File: src/rtl/csr_access_if.sv
// Bundles the EX request, WB response and CSR-file read/write signals of the CSR access unit.
// master = csr_access_unit side, slave = pipeline/CSR-file side.
interface csr_access_if #(
    parameter int XLEN   = 32,
    parameter int CSR_AW = 12
);
    logic              req_valid;
    logic              req_ready;
    logic [2:0]        req_funct3;
    logic [CSR_AW-1:0] req_addr;
    logic [XLEN-1:0]   req_rs1;
    logic [4:0]        req_uimm;
    logic              req_rd_nz;
    logic              csr_ren;
    logic [CSR_AW-1:0] csr_raddr;
    logic [XLEN-1:0]   csr_rdata;
    logic              csr_wen;
    logic [CSR_AW-1:0] csr_waddr;
    logic [XLEN-1:0]   csr_wdata;
    logic              resp_valid;
    logic              resp_ready;
    logic              resp_rd_we;
    logic [XLEN-1:0]   resp_rd_data;
    logic              resp_illegal;
    logic              busy;

    modport master (
        input  req_valid, req_funct3, req_addr, req_rs1, req_uimm, req_rd_nz,
        input  csr_rdata, resp_ready,
        output req_ready, csr_ren, csr_raddr, csr_wen, csr_waddr, csr_wdata,
        output resp_valid, resp_rd_we, resp_rd_data, resp_illegal, busy
    );

    modport slave (
        output req_valid, req_funct3, req_addr, req_rs1, req_uimm, req_rd_nz,
        output csr_rdata, resp_ready,
        input  req_ready, csr_ren, csr_raddr, csr_wen, csr_waddr, csr_wdata,
        input  resp_valid, resp_rd_we, resp_rd_data, resp_illegal, busy
    );
endinterface

File: src/rtl/csr_access_unit.sv
// Zicsr executor: IDLE -> READ -> WRITE -> RESP read-modify-write sequence into the CSR file.
// Optional macro CSR_RO_CHECK_EN: writes to address space [11:10]==2'b11 are suppressed and flagged illegal.
module csr_access_unit #(
    parameter int XLEN   = 32,
    parameter int CSR_AW = 12
) (
    input  logic         clk,
    input  logic         rst_n,
    csr_access_if.master bus
);
    localparam logic [1:0] S_IDLE  = 2'd0;
    localparam logic [1:0] S_READ  = 2'd1;
    localparam logic [1:0] S_WRITE = 2'd2;
    localparam logic [1:0] S_RESP  = 2'd3;

    logic [1:0]        r_state;
    logic [2:0]        r_funct3;
    logic [CSR_AW-1:0] r_addr;
    logic [XLEN-1:0]   r_src;
    logic              r_rd_nz;
    logic              r_write_en;
    logic [XLEN-1:0]   r_old;

    logic              w_accept;
    logic [1:0]        w_op;
    logic              w_illegal_f3;
    logic              w_ro_viol;
    logic              w_ren;
    logic              w_wen;
    logic              w_illegal;
    logic [XLEN-1:0]   w_wdata;

    assign w_accept     = (r_state == S_IDLE) && bus.req_valid;
    assign w_op         = r_funct3[1:0];
    assign w_illegal_f3 = (w_op == 2'b00);

`ifdef CSR_RO_CHECK_EN
    assign w_ro_viol = r_write_en && (r_addr[CSR_AW-1 -: 2] == 2'b11);
`else
    assign w_ro_viol = 1'b0;
`endif

    // A plain swap into x0 has no architectural use for the old value, so skip the read side effect.
    assign w_ren = (r_state == S_READ) && !w_illegal_f3 && !((w_op == 2'b01) && !r_rd_nz);
    assign w_wen = (r_state == S_WRITE) && r_write_en && !w_ro_viol;
    assign w_illegal = w_illegal_f3 || w_ro_viol;

    always_comb begin
        w_wdata = '0;
        case (w_op)
            2'b01:   w_wdata = r_src;
            2'b10:   w_wdata = r_old | r_src;
            2'b11:   w_wdata = r_old & ~r_src;
            default: w_wdata = '0;
        endcase
    end

    always_ff @(posedge clk or negedge rst_n) begin
        if (!rst_n) begin
            r_state    <= S_IDLE;
            r_funct3   <= '0;
            r_addr     <= '0;
            r_src      <= '0;
            r_rd_nz    <= 1'b0;
            r_write_en <= 1'b0;
            r_old      <= '0;
        end else begin
            case (r_state)
                S_IDLE: begin
                    if (w_accept) begin
                        r_state  <= S_READ;
                        r_funct3 <= bus.req_funct3;
                        r_addr   <= bus.req_addr;
                        r_src    <= bus.req_funct3[2] ? {{(XLEN-5){1'b0}}, bus.req_uimm} : bus.req_rs1;
                        r_rd_nz  <= bus.req_rd_nz;
                        if (bus.req_funct3[1:0] == 2'b00)
                            r_write_en <= 1'b0;
                        else if (bus.req_funct3[1:0] == 2'b01)
                            r_write_en <= 1'b1;
                        else
                            r_write_en <= (bus.req_uimm != 5'd0);
                    end
                end
                S_READ: begin
                    r_old   <= w_ren ? bus.csr_rdata : '0;
                    r_state <= S_WRITE;
                end
                S_WRITE: r_state <= S_RESP;
                default: begin
                    if (bus.resp_ready)
                        r_state <= S_IDLE;
                end
            endcase
        end
    end

    assign bus.req_ready    = (r_state == S_IDLE);
    assign bus.busy         = (r_state != S_IDLE);
    assign bus.csr_ren      = w_ren;
    assign bus.csr_raddr    = r_addr;
    assign bus.csr_wen      = w_wen;
    assign bus.csr_waddr    = r_addr;
    assign bus.csr_wdata    = w_wdata;
    assign bus.resp_valid   = (r_state == S_RESP);
    assign bus.resp_illegal = (r_state == S_RESP) && w_illegal;
    assign bus.resp_rd_we   = (r_state == S_RESP) && r_rd_nz && !w_illegal;
    assign bus.resp_rd_data = (r_state == S_RESP) ? r_old : '0;
endmodule

File: src/flat_wrapper.sv
// flat-port wrapper written by rule: the top's interface ports become plain ports
module csr_access_unit_flat 
#(
    parameter int XLEN   = 32,
    parameter int CSR_AW = 12
)
  (clk, rst_n, bus_req_valid, bus_req_funct3, bus_req_addr, bus_req_rs1, bus_req_uimm, bus_req_rd_nz, bus_csr_rdata, bus_resp_ready, bus_req_ready, bus_csr_ren, bus_csr_raddr, bus_csr_wen, bus_csr_waddr, bus_csr_wdata, bus_resp_valid, bus_resp_rd_we, bus_resp_rd_data, bus_resp_illegal, bus_busy);
  csr_access_if #(.XLEN(XLEN), .CSR_AW(CSR_AW)) bus_i ();
  input  logic clk;
  input  logic rst_n;
  input wire logic [$bits(bus_i.req_valid)-1:0] bus_req_valid;
  input wire logic [$bits(bus_i.req_funct3)-1:0] bus_req_funct3;
  input wire logic [$bits(bus_i.req_addr)-1:0] bus_req_addr;
  input wire logic [$bits(bus_i.req_rs1)-1:0] bus_req_rs1;
  input wire logic [$bits(bus_i.req_uimm)-1:0] bus_req_uimm;
  input wire logic [$bits(bus_i.req_rd_nz)-1:0] bus_req_rd_nz;
  input wire logic [$bits(bus_i.csr_rdata)-1:0] bus_csr_rdata;
  input wire logic [$bits(bus_i.resp_ready)-1:0] bus_resp_ready;
  output wire logic [$bits(bus_i.req_ready)-1:0] bus_req_ready;
  output wire logic [$bits(bus_i.csr_ren)-1:0] bus_csr_ren;
  output wire logic [$bits(bus_i.csr_raddr)-1:0] bus_csr_raddr;
  output wire logic [$bits(bus_i.csr_wen)-1:0] bus_csr_wen;
  output wire logic [$bits(bus_i.csr_waddr)-1:0] bus_csr_waddr;
  output wire logic [$bits(bus_i.csr_wdata)-1:0] bus_csr_wdata;
  output wire logic [$bits(bus_i.resp_valid)-1:0] bus_resp_valid;
  output wire logic [$bits(bus_i.resp_rd_we)-1:0] bus_resp_rd_we;
  output wire logic [$bits(bus_i.resp_rd_data)-1:0] bus_resp_rd_data;
  output wire logic [$bits(bus_i.resp_illegal)-1:0] bus_resp_illegal;
  output wire logic [$bits(bus_i.busy)-1:0] bus_busy;
  assign bus_i.req_valid = bus_req_valid;
  assign bus_i.req_funct3 = bus_req_funct3;
  assign bus_i.req_addr = bus_req_addr;
  assign bus_i.req_rs1 = bus_req_rs1;
  assign bus_i.req_uimm = bus_req_uimm;
  assign bus_i.req_rd_nz = bus_req_rd_nz;
  assign bus_i.csr_rdata = bus_csr_rdata;
  assign bus_i.resp_ready = bus_resp_ready;
  assign bus_req_ready = bus_i.req_ready;
  assign bus_csr_ren = bus_i.csr_ren;
  assign bus_csr_raddr = bus_i.csr_raddr;
  assign bus_csr_wen = bus_i.csr_wen;
  assign bus_csr_waddr = bus_i.csr_waddr;
  assign bus_csr_wdata = bus_i.csr_wdata;
  assign bus_resp_valid = bus_i.resp_valid;
  assign bus_resp_rd_we = bus_i.resp_rd_we;
  assign bus_resp_rd_data = bus_i.resp_rd_data;
  assign bus_resp_illegal = bus_i.resp_illegal;
  assign bus_busy = bus_i.busy;
  csr_access_unit #(.XLEN(XLEN), .CSR_AW(CSR_AW)) u_core (.clk(clk), .rst_n(rst_n), .bus(bus_i));
endmodule
File: config.mk
export PLATFORM = sky130hd
export DESIGN_NAME = csr_access_unit_flat
export DESIGN_NICKNAME = d
export VERILOG_FILES = /design/src/rtl/csr_access_if.sv /design/src/rtl/csr_access_unit.sv /design/src/flat_wrapper.sv
export SDC_FILE = /design/constraint.sdc
export NUM_CORES = 1
export LEC_CHECK = 0
export BUFFER_PORTS_ARGS = -buffer_cell sky130_fd_sc_hd__buf_2
export CORE_ASPECT_RATIO = 0.6
export CORE_MARGIN = 3
export CORE_UTILIZATION = 45
export CTS_BUF_LIST = sky130_fd_sc_hd__clkbuf_16
export CTS_CLUSTER_DIAMETER = 100
export DETAILED_ROUTE_END_ITERATION = 8
export PLACE_DENSITY = 0.86
export SYNTH_ARGS = -nofsm -noshare
export SYNTH_HDL_FRONTEND = slang
export SYNTH_SLANG_ARGS = --single-unit
File: constraint.sdc
create_clock -name clk -period 2.65 [get_ports clk]
set_clock_uncertainty 0.15 [all_clocks]
set_input_delay 0.53 -clock clk [delete_from_list [all_inputs] [get_ports clk]]
set_output_delay 0.53 -clock clk [all_outputs]
set_load 0.01 [all_outputs]
==> results by stage <==
Run status:
- The flow ran to the end, and the final reports show no timing, DRC or antenna violations.

STA:
- At the pin with the least slew margin, the transition time is 828 ps.
- Setup repair after global routing left no endpoint under its margin.
- Timing would allow up to approximately 0.41 GHz.
- Measured against its own limit, the worst slew margin works out to 0.448.
- The final setup violation count is 0.
- Of the available clock period, the critical path in the final layout requires 0.931.
- Counting I/O delays and the setup requirement, the final critical path takes about 2500 ps.
- The aggregate negative setup slack is 0 ps.
- The final number of max-transition violations came to 0.
- The final-report hold violation count was 0.

Clocking:
- The post-cts resize count is 0.
- The root buffer cell chosen for the clock tree is sky130_fd_sc_hd__clkbuf_16.
- The clock reaches the later pin of the worst-skew pair after between 300 and 400 ps.
- The clock tree from TritonCTS is done.
- The total clock sinks is 82.
- The CTS H-tree depth is 3.
- The clock tree buffer depth is 2.
- The number of buffers inserted for hold repair after clock tree synthesis is 0.
- In this run, CTS created clock tree buffers numbering 9.
- The post-CTS setup repair buffer count is 0.
- The clock-pin slew on the worst setup and hold paths is roughly 60 ps.

Setup path:
- The setup check on the worst reg-to-reg path leaves a slack of ~500 ps.
- In this run the worst path has a maximum fanout of 16.
- The launching point of the worst reg2reg path is u_core.r_state[0]$_DFFE_PN0P_.
- STA classifies the critical path endpoint as a primary output.
- The data arrival time of the critical path is 1790 ps.
- The cell count of the worst reg-to-reg path is 4.
- The critical path data required time is ~2000 ps.
- The endpoint of the lowest-slack register-to-register path is u_core.r_funct3[1]$_DFFE_PN0P_.
- The kind of start point of the critical path is a register.
- The critical path is of the reg2out type.

Die:
- From bottom edge to top edge, the die measures 82.0 um.
- The die span in x is around 130 um.
- The count of standard-cell rows is 27.
- The die covers 0.0109 mm^2.
- The core region is a little over 0.009 mm^2.
- The effective utilization at floorplan is 0.468.
- The number of primary I/O pins is 184.

Cells and area:
- The layout filler cell count is 839.
- The post-synthesis to final-layout area growth is 29.2%.
- The multi-input combinational cells in the finished layout cover a total of slightly below 0.002 mm^2.
- The share of cells above drive strength 1 is 0.389.
- The final design instance area without fill is 0.00560 mm^2.
- The layout net count is 679.
- The utilization after layout is 0.605.
- The diode insertion count for antenna repair is 0.
- The sequential cell area is 0.00205 mm^2.

Detailed routing:
- The total wire length is 12300 um.
- The routed via count is 3770.
- The routed via count divided by cell count is 5.23.
- The residual antenna-violating net count after detailed routing is 0.
- The first detailed-routing pass ran for 4 iterations.
- The number of remaining DRC errors is 0.
- The first routing iteration left ~190 violations.
- After detailed routing, the average wire length per cell comes to approximately 17 um.

Global routing:
- The number of global-route vias before repair is about 3600.
- The maximum number of pins on one net before global-route repair is 44.
- The wire length of the first global-routing pass is 19000 um.
- After global routing the overflow that remains totals 0.
- The number of antenna violations at the first check in global routing is 0.
- In the global route stage, overall resource usage came out at 0.224.

Place:
- The port buffer count is 183.
- The placer congestion estimate is 0.878.
- The post-detailed-placement half-perimeter wirelength is roughly 8900 um.
- The placed instances occupy a cell area of 0.00531 mm^2.

Hold path:
- The worst min-delay path class is in2async.

Logic synthesis:
- After synthesis the cells add up to about 0.0043 mm^2.
- The fraction of the yosys area taken by sequential cells is 0.474.
- The net count after synthesis is ~520.
- The Yosys step of the flow raised 0 warnings.
- The number of library cell types mapped by synthesis is 26.
- The synthesized instance count is 424.
- The synthesized area per cell is 10.2 um^2.
- Counting flops and latches in the post-synthesis netlist gives 82.

Job:
- Max-cap violations in this run came to 0.

Power and ir drop:
- VDD sags by at most between 0.5 and 0.6 mV.
- The static leakage is 2.95 nW.
- In this run the power density over the cells is 1210 mW/mm^2.
## synthesized netlist by cell type (all sizes together)
| library cell | instances | area share |
|---|---|---|
| and2 | 34 | 0.049 |
| ha | 4 | 0.012 |
| or4b | 1 | 0.0023 |
| nor2 | 1 | 0.0014 |
| buf | 26 | 0.037 |
| dfrtp | 82 | 0.47 |
| or4 | 1 | 0.0017 |
| clkbuf | 19 | 0.016 |
| a22o | 63 | 0.13 |
| mux2i | 36 | 0.083 |
| a221o | 1 | 0.0023 |
| nor3 | 1 | 0.0012 |
| nand2 | 35 | 0.030 |
| nor3b | 1 | 0.0017 |
| nand2b | 27 | 0.039 |
| mux2 | 16 | 0.042 |
| a21oi | 1 | 0.0012 |
| o211a | 1 | 0.0023 |
| nor2b | 2 | 0.0029 |
| o21ai | 37 | 0.044 |
| inv | 35 | 0.030 |
## cell usage in the layout, fill, tap and decap left out, types with 2 or more instances in the layout
cell and instances:
sky130_fd_sc_hd__o21ai_0 35, sky130_fd_sc_hd__mux2i_1 36, sky130_fd_sc_hd__dfrtp_1 82, sky130_fd_sc_hd__a22o_1 63, sky130_fd_sc_hd__nand2_1 34, sky130_fd_sc_hd__buf_12 2
sky130_fd_sc_hd__buf_4 12, sky130_fd_sc_hd__clkbuf_16 9, sky130_fd_sc_hd__inv_1 36, sky130_fd_sc_hd__buf_2 182, sky130_fd_sc_hd__ha_1 4, sky130_fd_sc_hd__nand2b_1 27
sky130_fd_sc_hd__and2_1 34, sky130_fd_sc_hd__clkinv_2 4, sky130_fd_sc_hd__mux2_2 15
## worst max path at each step
stage               depth (start not counted)  slack, ps                            from                              to
floorplan                                   5        740   u_core.r_state[0]$_DFFE_PN0P_   u_core.r_state[1]$_DFFE_PN0P_
global placement                            4        590   u_core.r_state[0]$_DFFE_PN0P_  u_core.r_funct3[0]$_DFFE_PN0P_
detailed placement                          4        540   u_core.r_state[0]$_DFFE_PN0P_  u_core.r_funct3[1]$_DFFE_PN0P_
CTS                                         5        180  u_core.r_funct3[1]$_DFFE_PN0P_                bus_csr_wdata[8]
global route                                5         50  u_core.r_funct3[1]$_DFFE_PN0P_                bus_csr_wdata[8]
finish                                      5        180  u_core.r_funct3[1]$_DFFE_PN0P_                bus_csr_wdata[8]
## cells by family (layout without fill, tap and decap cells)
kind of cell / count (synthesis) / in the layout / synth area share
AOI/OAI and AO/OA: 103 / 103 / 0.177
and+or+nand+nor: 103 / 103 / 0.130
DFF: 82 / 82 / 0.474
buffers and inverters: 80 / 247 / 0.0837
muxes: 52 / 52 / 0.125
adders and majority gates: 4 / 4 / 0.0116
## final cells by class
class / instances / area share
Clock buffer: 9 / 0.0402
Clock inverter: 7 / 0.0110
Inverter: 35 / 0.0235
Multi-Input combinational cell: 262 / 0.344
Sequential cell: 82 / 0.367
Tap cell: 130 / 0.0291
Timing Repair Buffer: 196 / 0.186
## registers in the layout (all words and copies together) (netlist names)
signal                flops
u_core.r_old             32
u_core.r_src             32
u_core.bus.csr_raddr     12
u_core.r_funct3           2
u_core.r_state            2
u_core.r_rd_nz            1
u_core.r_write_en         1
## worst max-delay path, stage by stage (launching register included)
cell and delay [ps]:
sky130_fd_sc_hd__dfrtp_1 630, sky130_fd_sc_hd__nor2b_2 90, sky130_fd_sc_hd__buf_4 210, sky130_fd_sc_hd__o21ai_0 190, sky130_fd_sc_hd__o21ai_0 160, sky130_fd_sc_hd__buf_2 170
## through the flow
step           total power, mW  hold slack [ps]  setup WS (ps)  cells
4_1_cts                   6.84             53.0            182    721
5_1_grt                   7.27             71.6           47.7    721
3_3_place_gp              5.46              335            592    705
2_1_floorplan             4.43             84.4            745    424
6_report                  6.80             35.8            182    721
3_5_place_dp              5.60              354            537    705
## report_power, final
part | leakage, nW | switching, mW | internal, mW
clock network | 0.146 | 0.491 | 0.719
registers | 1.04 | 0.518 | 1.81
logic | 1.76 | 1.73 | 1.53
total | 2.95 | 2.74 | 4.06
## metal layers
layer	wire length (um)	vias up	share of wire	track usage
li1	-	1763	-	-
met1	5380	1839	0.44	0.296
met2	5750	156	0.47	0.362
met3	1020	12	0.083	0.0771
met4	105	0	0.0086	0.0529
met5	0	-	0	0
(Power assumes the default switching activity.)
